[config.mk]
export PLATFORM = sky130hd
export DESIGN_NAME = masked_sbox_input_stage
export DESIGN_NICKNAME = d
export VERILOG_FILES = /design/src/rtl/masked_sbox_input_stage.sv
export SDC_FILE = /design/constraint.sdc
export NUM_CORES = 1
export LEC_CHECK = 0
export BUFFER_PORTS_ARGS = -buffer_cell sky130_fd_sc_hd__buf_2
export CORE_MARGIN = 2
export CORE_UTILIZATION = 59
export DETAILED_ROUTE_END_ITERATION = 7
export PLACE_DENSITY = 0.91
export SLEW_MARGIN = 20
export SYNTH_ARGS = -nofsm -noshare
export SYNTH_HDL_FRONTEND = slang
export SYNTH_SLANG_ARGS = --single-unit
[constraint.sdc]
create_clock -name clk -period 1.5 [get_ports clk]
set_clock_uncertainty 0.15 [all_clocks]
set_input_delay 0.3 -clock clk [delete_from_list [all_inputs] [get_ports clk]]
set_output_delay 0.3 -clock clk [all_outputs]
set_load 0.01 [all_outputs]
[src/rtl/masked_sbox_input_stage.sv]
// masked_sbox_input_stage
//
// Entry stage of the 3-share (second-order) masked AES S-box inversion
// pipeline. Each byte share x_i is split into GF(16) nibbles
// (b_i = high, c_i = low). The stage produces shares of
//   d = NU*b^2 ^ b*c ^ c^2
// which feed the GF(16) inverter. It also forwards the b/c shares,
// delayed so that they line up with d.
//
// Pipeline: two register stages, one operation per cycle, latency 2 en-cycles.
//   stage 1: per-domain inner terms L_i, six refreshed cross products P_ij,
//            copies of b_i/c_i and the valid bit
//   stage 2: d_i = L_i ^ P_ij ^ P_ik, delayed b/c shares and out_valid
//
// Ports:
//   clk, rst_n      rising-edge clock, asynchronous active-low reset
//   en              pipeline advance (0 freezes every register)
//   in_valid        x1..x3 and r carry a valid operation
//   x1, x2, x3      8-bit byte shares
//   r               fresh randomness {r2, r1, r0}, 4 bits each
//   out_valid       d/b/c outputs carry a valid result
//   d1, d2, d3      shares of d
//   b1..b3, c1..c3  high/low nibble shares aligned with d
//
// Masking note: domain i's inner term uses only b_i and c_i. Every cross
// product b_i*c_j mixes two domains, so it is masked with fresh randomness
// and registered on its own before anything recombines it. The stage-1
// registers are the glitch barrier. They must survive synthesis, so keep
// this module's hierarchy intact.

module masked_sbox_input_stage #(
  parameter logic [3:0] NU = 4'h8
) (
  input  logic        clk,
  input  logic        rst_n,
  input  logic        en,
  input  logic        in_valid,
  input  logic [7:0]  x1,
  input  logic [7:0]  x2,
  input  logic [7:0]  x3,
  input  logic [11:0] r,
  output logic        out_valid,
  output logic [3:0]  d1,
  output logic [3:0]  d2,
  output logic [3:0]  d3,
  output logic [3:0]  b1,
  output logic [3:0]  b2,
  output logic [3:0]  b3,
  output logic [3:0]  c1,
  output logic [3:0]  c2,
  output logic [3:0]  c3
);

  // GF(16) multiply in polynomial basis, modulus x^4 + x + 1.
  // Take the carry-less product, then fold x^4, x^5 and x^6 back in:
  // x^4 = x+1, x^5 = x^2+x, x^6 = x^3+x^2.
  function automatic logic [3:0] gf16_mul(input logic [3:0] a, input logic [3:0] b);
    logic [6:0] p;
    p = 7'd0;
    for (int i = 0; i < 4; i++) begin
      if (b[i]) p = p ^ ({3'b000, a} << i);
    end
    return p[3:0]
         ^ (p[4] ? 4'h3 : 4'h0)
         ^ (p[5] ? 4'h6 : 4'h0)
         ^ (p[6] ? 4'hC : 4'h0);
  endfunction

  // Nibble split, one entry per share domain.
  logic [3:0] b_in [3];
  logic [3:0] c_in [3];

  assign b_in[0] = x1[7:4];
  assign b_in[1] = x2[7:4];
  assign b_in[2] = x3[7:4];
  assign c_in[0] = x1[3:0];
  assign c_in[1] = x2[3:0];
  assign c_in[2] = x3[3:0];

  // Stage-1 state.
  logic [3:0] l_d [3];
  logic [3:0] l_q [3];
  // Cross terms: index 0..5 = P12, P21, P13, P31, P23, P32.
  logic [3:0] p_d [6];
  logic [3:0] p_q [6];
  logic [3:0] b_s1_d [3];
  logic [3:0] b_s1_q [3];
  logic [3:0] c_s1_d [3];
  logic [3:0] c_s1_q [3];
  logic       v1_d;
  logic       v1_q;

  // Stage-2 state.
  logic [3:0] d_d [3];
  logic [3:0] d_q [3];
  logic [3:0] b_s2_d [3];
  logic [3:0] b_s2_q [3];
  logic [3:0] c_s2_d [3];
  logic [3:0] c_s2_q [3];
  logic       v2_d;
  logic       v2_q;

  always_comb begin
    // Inner terms: each one depends only on its own domain.
    for (int i = 0; i < 3; i++) begin
      l_d[i] = gf16_mul(NU, gf16_mul(b_in[i], b_in[i]))
             ^ gf16_mul(c_in[i], c_in[i])
             ^ gf16_mul(b_in[i], c_in[i]);
      b_s1_d[i] = b_in[i];
      c_s1_d[i] = c_in[i];
    end

    // Each pair of mirrored cross products shares one random nibble.
    // The mask cancels only after both halves land in different d shares.
    p_d[0] = gf16_mul(b_in[0], c_in[1]) ^ r[3:0];   // P12
    p_d[1] = gf16_mul(b_in[1], c_in[0]) ^ r[3:0];   // P21
    p_d[2] = gf16_mul(b_in[0], c_in[2]) ^ r[7:4];   // P13
    p_d[3] = gf16_mul(b_in[2], c_in[0]) ^ r[7:4];   // P31
    p_d[4] = gf16_mul(b_in[1], c_in[2]) ^ r[11:8];  // P23
    p_d[5] = gf16_mul(b_in[2], c_in[1]) ^ r[11:8];  // P32
    v1_d   = in_valid;

    // Recombination reads only registered terms.
    d_d[0] = l_q[0] ^ p_q[0] ^ p_q[2];
    d_d[1] = l_q[1] ^ p_q[1] ^ p_q[4];
    d_d[2] = l_q[2] ^ p_q[3] ^ p_q[5];
    for (int i = 0; i < 3; i++) begin
      b_s2_d[i] = b_s1_q[i];
      c_s2_d[i] = c_s1_q[i];
    end
    v2_d = v1_q;
  end

  // Datapath registers keep loading when in_valid=0, so a bubble simply
  // travels down the pipe with its valid bit cleared.
  always_ff @(posedge clk or negedge rst_n) begin
    if (!rst_n) begin
      for (int i = 0; i < 3; i++) begin
        l_q[i]    <= 4'h0;
        b_s1_q[i] <= 4'h0;
        c_s1_q[i] <= 4'h0;
        d_q[i]    <= 4'h0;
        b_s2_q[i] <= 4'h0;
        c_s2_q[i] <= 4'h0;
      end
      for (int k = 0; k < 6; k++) begin
        p_q[k] <= 4'h0;
      end
      v1_q <= 1'b0;
      v2_q <= 1'b0;
    end else if (en) begin
      for (int i = 0; i < 3; i++) begin
        l_q[i]    <= l_d[i];
        b_s1_q[i] <= b_s1_d[i];
        c_s1_q[i] <= c_s1_d[i];
        d_q[i]    <= d_d[i];
        b_s2_q[i] <= b_s2_d[i];
        c_s2_q[i] <= c_s2_d[i];
      end
      for (int k = 0; k < 6; k++) begin
        p_q[k] <= p_d[k];
      end
      v1_q <= v1_d;
      v2_q <= v2_d;
    end
  end

  assign out_valid = v2_q;
  assign d1 = d_q[0];
  assign d2 = d_q[1];
  assign d3 = d_q[2];
  assign b1 = b_s2_q[0];
  assign b2 = b_s2_q[1];
  assign b3 = b_s2_q[2];
  assign c1 = c_s2_q[0];
  assign c2 = c_s2_q[1];
  assign c3 = c_s2_q[2];

endmodule

# Yosys cells after proc, flatten, opt, wreduce, memory -nomap -nowiden

Index checks and enable logic that the tools add are counted.

Multiplexer cells: 126
Bitwise gates (word level): 126
Order comparisons: 0
Multipliers: 0
Div/mod/pow operators: 0
Shift-type cells: 0
Reduce and logical (&&, ||, !) cells: 0
Equal/unequal tests: 0
Add/subtract/negate cells: 0

Operators with widths:

| operator                                     | number |
|---|---|
| 7-bit 2-to-1 mux                             | 42 |
| 4-bit 2-to-1 mux                             | 36 |
| 4-bit bitwise XOR                            | 36 |
| 7-bit by 6-bit bitwise XOR with 7-bit output | 12 |
| 7-bit bitwise XOR                            | 12 |
| 4-bit by 2-bit bitwise XOR with 4-bit output | 18 |
| 4-bit by 3-bit bitwise XOR with 4-bit output | 18 |
| 3-bit 2-to-1 mux                             | 18 |
| 4-bit by 5-bit bitwise XOR with 5-bit output | 9 |
| 7-bit by 5-bit bitwise XOR with 7-bit output | 6 |
| 2-bit 2-to-1 mux                             | 18 |
| 6-bit 2-to-1 mux                             | 6 |
| 5-bit 2-to-1 mux                             | 6 |
| 6-bit by 7-bit bitwise XOR with 7-bit output | 3 |
| 5-bit by 6-bit bitwise XOR with 6-bit output | 3 |
| 1-bit inverter, first input constant         | 9 |

Bits in writable memories: 0
ROM bits: 0
Logic and storage cells: 278
Bits in latches: 0
Memories kept: 0
Flip-flop bits (word level): 98
Output and inout port bits: 37

# Logic depth before layout (Yosys ltp)

Depth in word-level cells: 21
Depth in mapped cells: 6
Mapped depth without buffers: 4

# Least setup slack after synthesis

Ideal clock, no wire load.

Path type: input port to flip-flop
Start point: input port x2[7]
End point: register l_q[5] (netlist bit)
Arrival time: 1.506 ns
Setup time: 0.125 ns
Data required time: 1.225 ns
Cell stages on the path: 6
Path slack: -0.280 ns
Cells stage by stage: buf_4 buf_6 nand2_1 xnor2_1 xnor3_1 mux2_2

Word-level cells in the longest chain between the ends: 19
Elaborated cells between the ends (all ways): 33
Classes of those cells: 16 x mux; 17 x bitwise

Ends and longest elaborated chain:

| item                                         | line | text |
|---|---|---|
| start: declaration                           | 39   | `input logic [7:0] x2,` |
| 4-bit by 5-bit bitwise XOR with 5-bit output | 61   | `if (b[i]) p = p ^ ({3'b000, a} << i);` |
| 7-bit 2-to-1 mux                             | 61   |  |
| 7-bit by 6-bit bitwise XOR with 7-bit output | 61   |  |
| 7-bit 2-to-1 mux                             | 61   |  |
| 7-bit bitwise XOR                            | 61   |  |
| 7-bit 2-to-1 mux                             | 61   |  |
| 2-bit 2-to-1 mux                             | 64   | `^ (p[4] ? 4'h3 : 4'h0)` |
| 4-bit by 2-bit bitwise XOR with 4-bit output | 64   |  |
| (+3 left out)                                | --   |  |
| 6-bit 2-to-1 mux                             | 61   |  |
| 7-bit 2-to-1 mux                             | 61   |  |
| 2-bit 2-to-1 mux                             | 64   |  |
| 4-bit by 2-bit bitwise XOR with 4-bit output | 64   |  |
| 4-bit by 3-bit bitwise XOR with 4-bit output | 65   | `^ (p[5] ? 4'h6 : 4'h0)` |
| 4-bit bitwise XOR                            | 66   | `^ (p[6] ? 4'hC : 4'h0);` |
| 4-bit bitwise XOR                            | 107  | `^ gf16_mul(c_in[i], c_in[i])` |
| 4-bit bitwise XOR (*)                        | 108  | `^ gf16_mul(b_in[i], c_in[i]);` |
| end signal: indexed assignment               | 153  | `l_q[i] <= l_d[i];` |
| end: declaration                             | 82   | `logic [3:0] l_q [3];` |

Mark *: on every way between the ends. The rest lies on a longest branch, timed or not.
A chain may end at the register's enable or synchronous reset.

# Worst setup path in the final report

Start point: input port x2[7]
End point: register l_q[7] (netlist bit)

Word-level cells in the longest chain between the ends: 19
Elaborated cells between the ends (all ways): 33
Classes of those cells: 16 x mux; 17 x bitwise

Ends and longest elaborated chain:

| item                                         | line |
|---|---|
| 4-bit by 5-bit bitwise XOR with 5-bit output | 61 |
| 7-bit 2-to-1 mux                             | 61 |
| 7-bit by 6-bit bitwise XOR with 7-bit output | 61 |
| 7-bit 2-to-1 mux                             | 61 |
| 7-bit bitwise XOR                            | 61 |
| 7-bit 2-to-1 mux                             | 61 |
| 2-bit 2-to-1 mux                             | 64 |
| 4-bit by 2-bit bitwise XOR with 4-bit output | 64 |
| (+3 left out)                                | -- |
| 5-bit 2-to-1 mux                             | 61 |
| 6-bit 2-to-1 mux                             | 61 |
| 7-bit 2-to-1 mux                             | 61 |
| 4-bit by 2-bit bitwise XOR with 4-bit output | 64 |
| 4-bit by 3-bit bitwise XOR with 4-bit output | 65 |
| 4-bit bitwise XOR                            | 66 |
| 4-bit bitwise XOR                            | 107 |
| 4-bit bitwise XOR (*)                        | 108 |

Marks and branches as above.

==> out/results.txt <==
status: completed
grt total ovfl: 0
worst-path fanout max: 9
final RePlAce weighted congestion: 0.907
max cap viols: 0
Crit-path slowest cell: xnor3_1
Nets: 695
Pwr Total: 8500 µW
Max-Slew Margin vs Limit: 69.9%
Crit path depth: 5
Finished Cell Area: 0.00749 mm²
Placement Rows: 37
DR pass1 iterations: 5
area leader, netlist: dfrtp_1
most frequent cells in the layout: nand2_1 (111), dfrtp_1 (98), mux2_2 (74)
Vias/cell: 5.63
Post-Syn Area: 0.00623 mm²
Total Neg Setup Slack: 0 ns
ys flop type: dfrtp_1
crit-path cells: buf_2, xor2_2, xnor3_1, or3_1, a31oi_1
Final setup viols: 0
Placeable Area: 0.0103 mm²
Clk Latency, worst-skew pair: 0.39 ns
first-pass GRT wire length: 24.4 mm
port bufs: 76
crit-path leading delay family: XOR/XNOR gates
FF+latch count, synth: 98
initial antenna violation count: 0
Post-synth ARST share: 100%
dominant cells by area after synthesis: dfrtp_1 (39%), mux2_2 (15%), xnor3_1 (14%)
worst vdd ir: 0.871 mV
CTS root buf: clkbuf_8
Filler Cells Inserted: 688
Post-CTS Setup Inserts: 0
number of H-tree levels: 3
r2r worst-path depth: 3
warnings from Yosys: 0
final hold violation count: 0
sequential fraction of the synthesis area: 39.4%
post-DP HPWL: 11.1 mm
PnR worst setup slack: 0.0238 ns
Avg WL per Cell: 19.0 µm
top-area cell type share of the netlist area: 39.4%
sum of buffers and inverters on the critical path: 1
leak pwr: 0.00376 µW
Mapped Nets: 584
Die ar.: 0.0114 mm²
Initial Util: 60.6%
CTS sink cnt: 98
number of remaining DRC errors: 0
DR vias: 4,485
CP max stage delay: 0.37 ns
Critical Path Start Type: input pin
CTS buffer count: 9
Post-synth EDFFs: 0
share of cells above drive strength 1: 40.2%
post-route ant nets: 0
clock slew at reported path FFs: 0.10 ns
diodes inserted: 0
RSZ-0062 raised after global routing: true
Min Hold Slack: 0.153 ns
Least-Margin Pin Slew: 0.451 ns
Synth Instances: 544
largest net degree at the start of global routing: 59
Clock Path Buffers: 2
GRT Overall Usage: 28.6%
CTS tree: done
CP arrival: 1.65 ns
commonest non-fill, non-tap cell in the layout: nand2_1
Setup Crit Path Kind: in -> reg
initial drt markers: 369
Top-Level Pins: 77
Period minus WS final: 1.48 ns
PD cells: 1130 mW/mm²
final wirelength: 15.2 mm
Worst EP required: 1.68 ns
die height: 107 µm
Tcrit/Tclk final: 98.4%
Worst setup EP type: register
Area after DPL: 0.00727 mm²
pre-CTS WS: -0.376 ns
number of global-route vias before repair: 4,683
unique cell type count in the Yosys netlist: 34
maximum clock rate: 677 MHz
die width: 107 µm
layout overhead on the synthesized area: 20.2%
worst hold path type: in -> async
syn_area_per_cell: 11.4 µm²
Slew Viols, Final: 0
[final timing paths]
check,start,end,slack [ns]
max reg2reg,l_q[7],d2[3],0.17
max in group asynchronous,rst_n,c_s1_q[3],0.47
min in group clk,r[8],p_q[4],0.19
min,rst_n,d2[2],0.15
min reg2reg,c1[3],c1[3],0.36
max,x2[7],l_q[7],0.02
[sequential cells by signal (all words and copies together), names as in the netlist]
| name | count |
|---|---|
| p_q | 24 |
| out_valid | 1 |
| c3 | 4 |
| d3 | 4 |
| d2 | 4 |
| b1 | 4 |
| l_q | 12 |
| c1 | 4 |
| v1_q | 1 |
| c2 | 4 |
| b_s1_q | 12 |
| b3 | 4 |
| c_s1_q | 12 |
| b2 | 4 |
| d1 | 4 |
[cell families (layout without fill, tap and decap cells)]
logic type | count (synthesis) | in the layout | share of synthesized area (%)
AND/OR/NAND/NOR | 167 | 167 | 11.2
XOR/XNOR | 125 | 125 | 28.7
buffers and inverters | 45 | 161 | 3.33
flip-flops | 98 | 98 | 39.4
multiplexers | 82 | 82 | 14.8
AO/OA/AOI/OAI | 27 | 27 | 2.59
[layer usage]
layer	wire length [µm]	share of wire [%]	vias to the layer above	global-route usage [%]
met5	0	0	-	0
met3	950	6.3	58	6.75
met2	7840	52	195	49.1
li1	-	-	2000	-
met4	615	4.1	0	13.9
met1	5740	38	2232	33.9
[power breakdown]
group | internal (µW) | switching, µW
clock | 699 | 968
sequential | 3280 | 399
combinational | 1850 | 1310
total | 5820 | 2670
[Yosys cell counts, drive strengths merged (3+ instances only)]
cell type	count
inv	4
xor3	9
a31oi	3
mux2	82
nor2	17
clkbuf	16
buf	25
dfrtp	98
nand2	125
a21oi	9
xor2	17
xnor2	59
xnor3	40
o21ai	8
nand2b	9
nor2b	9
[layout make-up]
cell class	instances	area, µm²	area share (%)
Clock inverter	5	38.8	0.518
Tap cell	136	170	2.27
Multi-Input combinational cell	401	3720	49.7
Sequential cell	98	2450	32.7
Timing Repair Buffer	141	938	12.5
Inverter	4	15.0	0.200
Clock buffer	11	151	2.02
[stage by stage]
stage                     instances  utilization (%)
after floorplan                 544                -
after global placement          778             70.7
after detailed placement        778             70.7
after CTS                       796             72.8
after global routing            796             72.9
final                           796             72.9
[timing repair]
item	4_1_cts	5_1_grt
endpoints found under the setup margin	0	6
gates resized for setup	0	4
hold endpoints to repair	99	0
hold buffers	2	0
Power figures use the tool's default switching activity.
